$ cat src/rtl/frame_ram_arbiter.sv
// frame_ram_arbiter
//
// Shares one single-port frame RAM between a display read stream and a capture
// write stream. At most one RAM operation is issued per cycle. Display reads
// always win. Capture writes are buffered in a 4-entry FIFO, and that FIFO
// drains only in cycles where no read is requested.
//
// All RAM-side outputs are registered. The state register records which
// operation (idle, read or write) is on the RAM bus during the current cycle.
//
// Read timing:
//   - Rd_Req is sampled at edge k.
//   - The RAM read cycle is k+1.
//   - Ram_RData is captured at edge k+2.
//   - Rd_Valid is high for exactly one cycle per request, starting after edge k+2.
//
// Ports:
//   CLK, RST      clock, synchronous active-high reset
//   Rd_Req        display read request (one word per cycle while high)
//   Rd_Addr       display read address, sampled with Rd_Req
//   Rd_Data       returned read word, holds when Rd_Valid is low
//   Rd_Valid      Rd_Data carries a new word this cycle
//   Wr_Req        capture write request
//   Wr_Addr       capture write address
//   Wr_Data       capture write word
//   Wr_Ready      write FIFO can accept a word this cycle
//   Ram_Addr      registered RAM address
//   Ram_WData     registered RAM write data
//   Ram_WE        registered RAM write enable
//   Ram_RData     RAM read data, valid the cycle after a read cycle
//   Fifo_Level    write FIFO occupancy, 0..4
//   Overflow_Sig  sticky flag: a write was dropped because the FIFO was full
//   Starve_Sig    write path has been blocked for at least STARVE_MAX cycles
module frame_ram_arbiter #(
  parameter int unsigned ADDR_W     = 17,
  parameter int unsigned DATA_W     = 16,
  parameter int unsigned STARVE_MAX = 64
) (
  input  logic              CLK,
  input  logic              RST,
  input  logic              Rd_Req,
  input  logic [ADDR_W-1:0] Rd_Addr,
  output logic [DATA_W-1:0] Rd_Data,
  output logic              Rd_Valid,
  input  logic              Wr_Req,
  input  logic [ADDR_W-1:0] Wr_Addr,
  input  logic [DATA_W-1:0] Wr_Data,
  output logic              Wr_Ready,
  output logic [ADDR_W-1:0] Ram_Addr,
  output logic [DATA_W-1:0] Ram_WData,
  output logic              Ram_WE,
  input  logic [DATA_W-1:0] Ram_RData,
  output logic [2:0]        Fifo_Level,
  output logic              Overflow_Sig,
  output logic              Starve_Sig
);

  localparam int unsigned CntW = (STARVE_MAX < 1) ? 1 : $clog2(STARVE_MAX + 1);
  localparam logic [CntW-1:0] StarveLimit = CntW'(STARVE_MAX);

  typedef enum logic [1:0] {
    StIdle,
    StRead,
    StWrite
  } state_e;

  state_e                     state_q;
  logic [ADDR_W+DATA_W-1:0]   fifo_mem_q [4];
  logic [1:0]                 wr_ptr_q;
  logic [1:0]                 rd_ptr_q;
  logic [2:0]                 level_q;
  logic                       rd_pipe_q;
  logic [CntW-1:0]            starve_cnt_q;

  logic                       full;
  logic                       push;
  logic                       pop;
  logic [ADDR_W-1:0]          head_addr;
  logic [DATA_W-1:0]          head_data;

  // Fullness comes from the registered level only. A pop in the same cycle
  // therefore never opens a slot for a simultaneous push.
  assign full       = (level_q == 3'd4);
  assign Wr_Ready   = ~full;
  assign Fifo_Level = level_q;
  assign Starve_Sig = (starve_cnt_q >= StarveLimit);

  // Requests seen while RST is high are ignored.
  assign push = Wr_Req & ~full & ~RST;
  assign pop  = ~Rd_Req & (level_q != 3'd0);

  assign head_addr = fifo_mem_q[rd_ptr_q][ADDR_W+DATA_W-1:DATA_W];
  assign head_data = fifo_mem_q[rd_ptr_q][DATA_W-1:0];

  // FIFO storage needs no reset; occupancy is tracked by the pointers and level.
  always_ff @(posedge CLK) begin
    if (push) begin
      fifo_mem_q[wr_ptr_q] <= {Wr_Addr, Wr_Data};
    end
  end

  // Arbitration FSM and all registered outputs.
  always_ff @(posedge CLK) begin
    if (RST) begin
      state_q      <= StIdle;
      wr_ptr_q     <= 2'd0;
      rd_ptr_q     <= 2'd0;
      level_q      <= 3'd0;
      rd_pipe_q    <= 1'b0;
      starve_cnt_q <= '0;
      Ram_Addr     <= '0;
      Ram_WData    <= '0;
      Ram_WE       <= 1'b0;
      Rd_Data      <= '0;
      Rd_Valid     <= 1'b0;
      Overflow_Sig <= 1'b0;
    end else begin
      // FIFO bookkeeping.
      if (push) begin
        wr_ptr_q <= wr_ptr_q + 2'd1;
      end
      if (pop) begin
        rd_ptr_q <= rd_ptr_q + 2'd1;
      end
      if (push && !pop) begin
        level_q <= level_q + 3'd1;
      end else if (pop && !push) begin
        level_q <= level_q - 3'd1;
      end

      if (Wr_Req && full) begin
        Overflow_Sig <= 1'b1;
      end

      // Choose the RAM operation for the next cycle. A read always has priority.
      if (Rd_Req) begin
        state_q  <= StRead;
        Ram_Addr <= Rd_Addr;
        Ram_WE   <= 1'b0;
      end else if (level_q != 3'd0) begin
        state_q   <= StWrite;
        Ram_Addr  <= head_addr;
        Ram_WData <= head_data;
        Ram_WE    <= 1'b1;
      end else begin
        // Idle cycle: address and write data hold their previous values.
        state_q <= StIdle;
        Ram_WE  <= 1'b0;
      end

      // Read return path.
      //   rd_pipe_q is set for the cycle after a read cycle.
      //   In that cycle Ram_RData is valid and is captured at the following edge.
      rd_pipe_q <= (state_q == StRead);
      Rd_Valid  <= rd_pipe_q;
      if (rd_pipe_q) begin
        Rd_Data <= Ram_RData;
      end

      // The write path is blocked while the FIFO is full and reads keep
      // winning arbitration. The counter saturates at the limit.
      if (full && Rd_Req) begin
        if (starve_cnt_q != StarveLimit) begin
          starve_cnt_q <= starve_cnt_q + 1'b1;
        end
      end else begin
        starve_cnt_q <= '0;
      end
    end
  end

endmodule

$ cat config.mk
export PLATFORM = sky130hd
export DESIGN_NAME = frame_ram_arbiter
export DESIGN_NICKNAME = d
export VERILOG_FILES = /design/src/rtl/frame_ram_arbiter.sv
export SDC_FILE = /design/constraint.sdc
export NUM_CORES = 1
export LEC_CHECK = 0
export ABC_AREA = 1
export CAP_MARGIN = 30
export CORE_MARGIN = 5
export CORE_UTILIZATION = 45
export CTS_CLUSTER_SIZE = 10
export DETAILED_ROUTE_END_ITERATION = 8
export PLACE_DENSITY = 0.78
export SLEW_MARGIN = 20
export SYNTH_ARGS = -nofsm -noshare
export SYNTH_HDL_FRONTEND = slang
export SYNTH_SLANG_ARGS = --single-unit
export TNS_END_PERCENT = 5
$ cat constraint.sdc
create_clock -name CLK -period 4.5 [get_ports CLK]
set_input_delay 1.35 -clock CLK [delete_from_list [all_inputs] [get_ports CLK]]
set_output_delay 1.35 -clock CLK [all_outputs]
set_load 0.005 [all_outputs]
==> summary.txt, run 1 <==
Run status
  – Status: complete, no violations

STA
  – RSZ-0062 raised after global routing: no
  – Worst Tran Pin Value: 932 ps
  – Final setup viols: 0
  – Fmax: roughly 320 MHz
  – Slew Limit Fails: 0
  – Post-Route Setup TNS: 0 ps
  – Slew HR: ~38%
  – Max Clock Skew: 14.8 ps
  – Crit path time final: 3090 ps
  – Final period util: 68.6%
  – Fin worst setup slack: 1410 ps
  – Final hold vios: 0

Synthesis
  – Ys async rst share: 0%
  – Syn_area_per_cell: 9.70 um2
  – Post-synth cell types: 25
  – Top FF cell, synth: edfxtp_1
  – Most numerous cell in the Yosys netlist: nand2_1
  – Mapped Area: 0.00816 mm2
  – Area share of the largest cell type after synthesis: about half
  – Synth Register Bits: 202
  – Sequential area share after synthesis: 65.8%
  – Cell taking the most area after synthesis: edfxtp_1
  – Most frequent cells after synthesis: nand2_1, edfxtp_1, nor2_1
  – Syn Nets: 919
  – Mapped Cells: 841
  – Ys Warns: 0
  – Top cells by area, synth: edfxtp_1, dfxtp_1, nand2_1
  – Post-synth EDFFs: about 130

Floorplanning
  – Site row count: 49
  – Die width: around 140 um
  – IO Pins: 127
  – CORE AREA: 0.0179 mm2
  – Die Span Y: 145 um
  – Die area: 0.0209 mm2
  – Initial cell density of the core: 45.6%

Power
  – Power Total: 5430 uW
  – NetSw: 1590 uW
  – PD cells: 526 mW/mm2
  – Net Sw Frac: 29.3%
  – Max rail drop VDD: 0.285 mV
  – Combinational power share: 24.7%
  – P_leak: 0.00423 uW
  – P_int: 3840 uW
  – Sequential Power Share: 43.1%
  – Share of power burned in the clock network: 32.2%

Detailed routing
  – Drt via density: 4.95
  – Final ANT Viol Nets: 0
  – DR WL/cell: 14.8 um
  – DRC Markers: 0
  – DR vias: 5,988
  – Final WL: between 15 and 20 mm
  – DRT iter0 DRCs: 370
  – Pre-Repair DR Iteration Count: 5

Clocking
  – Post-CTS Setup Repair Bufs: 0
  – Post-CTS Resized: 0
  – Longest Clk Path Bufs: 3
  – CTS tree: yes
  – Clock transition at path regs: 60 ps
  – Root Driver: clkbuf_16
  – Later-pin clock latency in the skew report: 500 ps
  – CTS sink cnt: 202
  – Total CTS buffers: 24
  – Hold-fix buffer count after cts: 0
  – H-tree Lvls: 1

Min path
  – Worst hold start: Ram_WE
  – Hold Path Depth: 1
  – Hold Crit Class: reg -> reg
  – Hold Path End: rd_pipe_q

Global routing
  – Number of global-route vias before repair: 5,918
  – Largest net degree at the start of global routing: 68
  – Initial antenna violation count: 0
  – Aggregate global routing overflow: 0
  – First-pass GRT wire length: ~29 mm
  – Gr usage total: roughly 17%

Setup path
  – Required time worst endpoint: 4890 ps
  – Crit end category: register
  – Crit path kind: in -> reg
  – CP Max Fanout: 36
  – FF-to-FF Start: Fifo_Level[0]
  – R2R setup slack: 2170 ps
  – Worst EP arrival: 3480 ps
  – Worst R2R End: Fifo_Level[2]
  – Worst reg2reg path depth: 11
  – Startpoint types: input port

Placement
  – Post-DP Area: slightly below 0.01 mm2
  – Hpwl dp: about 11 mm
  – PortBufs: 126
  – Dpl ws: 905 ps
  – Gpl congestion: 0.763

Finish
  – Layout cells sized above 1: 5.50%
  – # diodes: 0
  – Fillers: 1,462
  – Final core utilization: 57.6%
  – Layout area overhead: 26.5%
  – Final Cell Area: 0.0103 mm2
  – Nets@finish: 1,041

Flow run
  – Max_cap viols: 0
[critical path, stage by stage]
cell	delay (ps)
clkdlybuf4s50_1	540
inv_2	70
nand2_4	320
ha_1	230
inv_1	70
fa_1	370
or2_2	320
nand3_1	70
nand2_1	50
inv_1	40
nor2_1	30
[layout make-up]
class | instances | area [um2] | share of cell area [%]
sequential | 202 | 5370 | 52.0
multi-input combinational | 510 | 2270 | 22.0
timing repair buffer | 136 | 1350 | 13.1
clock buffer | 44 | 717 | 6.95
inverter | 89 | 334 | 3.24
tap | 229 | 287 | 2.78
[per-stage QoR]
stage | hold WS, ps | instances
after detailed placement | 404 | 1166
after global routing | 437 | 1210
after CTS | 413 | 1210
final | 405 | 1210
after floorplan | 403 | 841
after global placement | 397 | 1165
[logic make-up after synthesis]
logic type	count (synthesis)	share of synthesized area, %
compound gates	58	3.56
xor+xnor	5	0.537
fa+ha+maj	8	1.32
buf+inv	129	6.84
flops	202	65.8
simple gates	439	22.0
[power groups by stage]
stage,combinational [uW],sequential [uW],clock [uW]
2_1_floorplan,822,2350,0
3_3_place_gp,1300,2370,0
3_5_place_dp,1340,2370,0
4_1_cts,1350,2340,1780
5_1_grt,1530,2360,1880
6_report,1340,2340,1750
[layout by cell type, fill, tap and decap left out, drive strengths merged]
cell and n:
xnor2 2, fa 1, nand2 266, inv 88
clkinv 1, a21oi 23, nand4 4, nand3 75
o21ai 35, clkbuf 44, xor2 3, nor2 91
ha 7, or2 1, clkdlybuf4s50 126, buf 10
edfxtp 132, nor3b 2, dfxtp 70
[worst max path at each step]
stage	start	depth (start not counted)	end	slack, ps
floorplan	RST	4	fifo_mem_q[0][0]	940
global placement	Rd_Req	11	Fifo_Level[2]	930
detailed placement	Rd_Req	11	Fifo_Level[2]	900
CTS	Fifo_Level[0]	3	Wr_Ready	1420
global route	Rd_Req	11	Fifo_Level[2]	1310
finish	Rd_Req	11	Fifo_Level[2]	1410
[routing by layer]
layer / GRT usage [%] / part of all wire [%]
met1: 20.7 / 41
met2: 29.7 / 50
met3: 3.45 / 7.0
met4: 6.82 / 2.7
met5: 0 / 0
[registers in the layout, summed over array words and instances (netlist names), named ones only]
register	flops
rd_pipe_q	1
state_q	1
Ram_Addr	17
starve_cnt_q	7
fifo_mem_q	132
wr_ptr_q	2
Overflow_Sig	1
Rd_Data	16
Ram_WE	1
Fifo_Level	3
Ram_WData	16
Rd_Valid	1
rd_ptr_q	2
Power figures use the tool's default switching activity.
==> run 2, diff against run 1 <==
==> constraint.sdc (replaced) <==
create_clock -name CLK -period 3.2 [get_ports CLK]
set_input_delay 0.96 -clock CLK [delete_from_list [all_inputs] [get_ports CLK]]
set_output_delay 0.96 -clock CLK [all_outputs]
set_load 0.005 [all_outputs]
==> run 2 against run 1 <==
  * Core utilization up 0.48 points
  * Setup slack worse by 890 ps
  * Via count down 1.6%
  * Flip-flop and latch count unchanged
  * Critical path depth down 8
  * Register-to-register slack worse by 1200 ps
  * First-iteration DRC count down 12%
  * Critical path type is now reg -> out
  * Count of clock-buffer cells in the layout down 4
  * Cell count up 0.41%
  * Clock skew up 2.6 ps
==> summary.txt, run 2 (synthesized netlist as in run 1, its figures left out) <==
Detailed routing
  – DRT iter0 DRCs: 325
  – Drt via density: 4.85
  – Final WL: 17.4 mm
  – DRC Markers: 0
  – Pre-Repair DR Iteration Count: 5
  – Final ANT Viol Nets: 0
  – DR WL/cell: about 14 um
  – DR vias: between 5,000 and 6,000

Floorplanning
  – Site row count: 49
  – Die width: between 100 and 150 um
  – Initial cell density of the core: 45.6%
  – CORE AREA: between 0.015 and 0.02 mm2
  – Die area: 0.0209 mm2
  – Die Span Y: around 140 um
  – IO Pins: 127

Min path
  – Hold Path Depth: 1
  – Hold Path End: rd_pipe_q
  – Hold Crit Class: reg -> reg
  – Worst hold start: Ram_WE

Power
  – Combinational power share: about a quarter
  – NetSw: 2250 uW
  – Max rail drop VDD: 0.472 mV
  – Net Sw Frac: ~30%
  – Power Total: 7590 uW
  – Sequential Power Share: 42.9%
  – P_leak: 0.00426 uW
  – PD cells: 729 mW/mm2
  – Share of power burned in the clock network: a little under a third
  – P_int: 5340 uW

Finish
  – Commonest cells after routing, fill and taps aside: nand2_1, edfxtp_1, clkdlybuf4s50_1
  – Fillers: around 1,500
  – Nets@finish: 1,046
  – Layout area overhead: 27.5%
  – Biggest register: fifo_mem_q
  – Layout cells sized above 1: 5.89%
  – Max reg flops: 132
  – Commonest non-fill, non-tap cell in the layout: nand2_1
  – Final Cell Area: 0.0104 mm2
  – Largest registers: fifo_mem_q: 132 flops, Ram_Addr: 17 flops

STA
  – Crit path time final: ~2700 ps
  – Worst Tran Pin Value: 705 ps
  – Slew Limit Fails: 0
  – Final period util: between 80% and 90%
  – Max Clock Skew: 17.3 ps
  – Post-Route Setup TNS: 0 ps
  – Final setup viols: 0
  – Slew HR: 52.9%
  – Fmax: 373 MHz
  – RSZ-0062 raised after global routing: no
  – Fin worst setup slack: 519 ps
  – Final hold vios: 0

Global routing
  – Initial antenna violation count: 1
  – First-pass GRT wire length: 27.7 mm
  – Aggregate global routing overflow: 0
  – Number of global-route vias before repair: 5,691
  – Gr usage total: 16.6%
  – Largest net degree at the start of global routing: 67

Placement
  – Dpl ws: 224 ps
  – Post-DP Area: 0.00970 mm2
  – PortBufs: ~130
  – Hpwl dp: 11.0 mm
  – Gpl congestion: around 0.76

Clocking
  – H-tree Lvls: 1
  – CTS sink cnt: 202
  – Root Driver: clkbuf_16
  – Post-CTS Resized: 0
  – Total CTS buffers: 24
  – CTS tree: yes
  – Hold-fix buffer count after cts: 0
  – Post-CTS Setup Repair Bufs: 0
  – Longest Clk Path Bufs: 3
  – Later-pin clock latency in the skew report: 520 ps
  – Clock transition at path regs: around 60 ps

Setup path
  – Crit end category: output pin
  – Critical-path top delay cell: clkdlybuf4s50_1
  – CP Max Fanout: 5
  – Required time worst endpoint: 2240 ps
  – Cell breakdown of the critical path: nor2_4 > nand2_1 > clkdlybuf4s50_1
  – Crit path kind: reg -> out
  – R2R setup slack: 990 ps
  – FF-to-FF Start: Fifo_Level[0]
  – Worst EP arrival: 1720 ps
  – Worst reg2reg path depth: 12
  – Startpoint types: register
  – Worst R2R End: Fifo_Level[2]
  – Slowest cell delay on critical path: 530 ps

Run status
  – Status: complete, no violations

Flow run
  – Max_cap viols: 0
==> run 2: changes by cell type in the layout (fill, tap and decap cells not counted) <==
cell,change
inv_2,-1
inv_1,+1
buf_12,+5
diode_2,+1
clkbuf_16,-1
clkbuf_1,-1
clkbuf_8,-2
clkinv_2,+2
clkinv_16,+1
==> run 2: worst max-delay path: cells and delay by family (launching register included) <==
| family | cells | cell delay, ps |
|---|---|---|
| buf+inv | 1 | 530 |
| flops | 1 | 470 |
| simple gates | 2 | 210 |
==> run 2: power by group through the flow <==
stage	sequential (uW)	combinational, uW	clock (uW)
global placement	3300	1900	0
finish	3260	1940	2390
detailed placement	3310	1950	0
global route	3290	2190	2580
floorplan	3310	1160	0
CTS	3260	1970	2430
==> run 2: cell type report <==
type                            instances  area (um2)  area share, %
Inverter                               89         334           3.21
Clock buffer                           40         661           6.35
Timing Repair Buffer                  141        1450           13.9
Sequential cell                       202        5370           51.6
Clock inverter                          3        40.0          0.385
Multi-Input combinational cell        510        2270           21.8
Antenna cell                            1        2.50         0.0240
Tap cell                              229         287           2.75
==> run 2: per-layer routing <==
| layer | vias to the layer above | global-route usage [%] | share of wire [%] |
|---|---|---|---|
| met1 | 2741 | 20.1 | 40 |
| met2 | 156 | 29.8 | 51 |
| met3 | 29 | 3.71 | 6.6 |
| li1 | 2963 | - | - |
| met4 | 2 | 4.37 | 2.1 |
| met5 | - | 0 | 0.063 |
==> run 2: stage by stage <==
step	std cells	hold WS, ps	util, %
after floorplan	841	403	-
after CTS	1214	411	58.1
final	1215	407	58.1
after detailed placement	1171	403	54.2
after global routing	1214	444	58.1
after global placement	1170	398	54.1
==> run 2: worst max-delay path by stage <==
stage                        startpoint          endpoint
after floorplan                     RST  fifo_mem_q[0][0]
after global placement           Wr_Req     Fifo_Level[2]
after detailed placement         Wr_Req     Fifo_Level[2]
after CTS                 Fifo_Level[0]          Wr_Ready
after global routing      Fifo_Level[0]          Wr_Ready
final                     Fifo_Level[0]          Wr_Ready
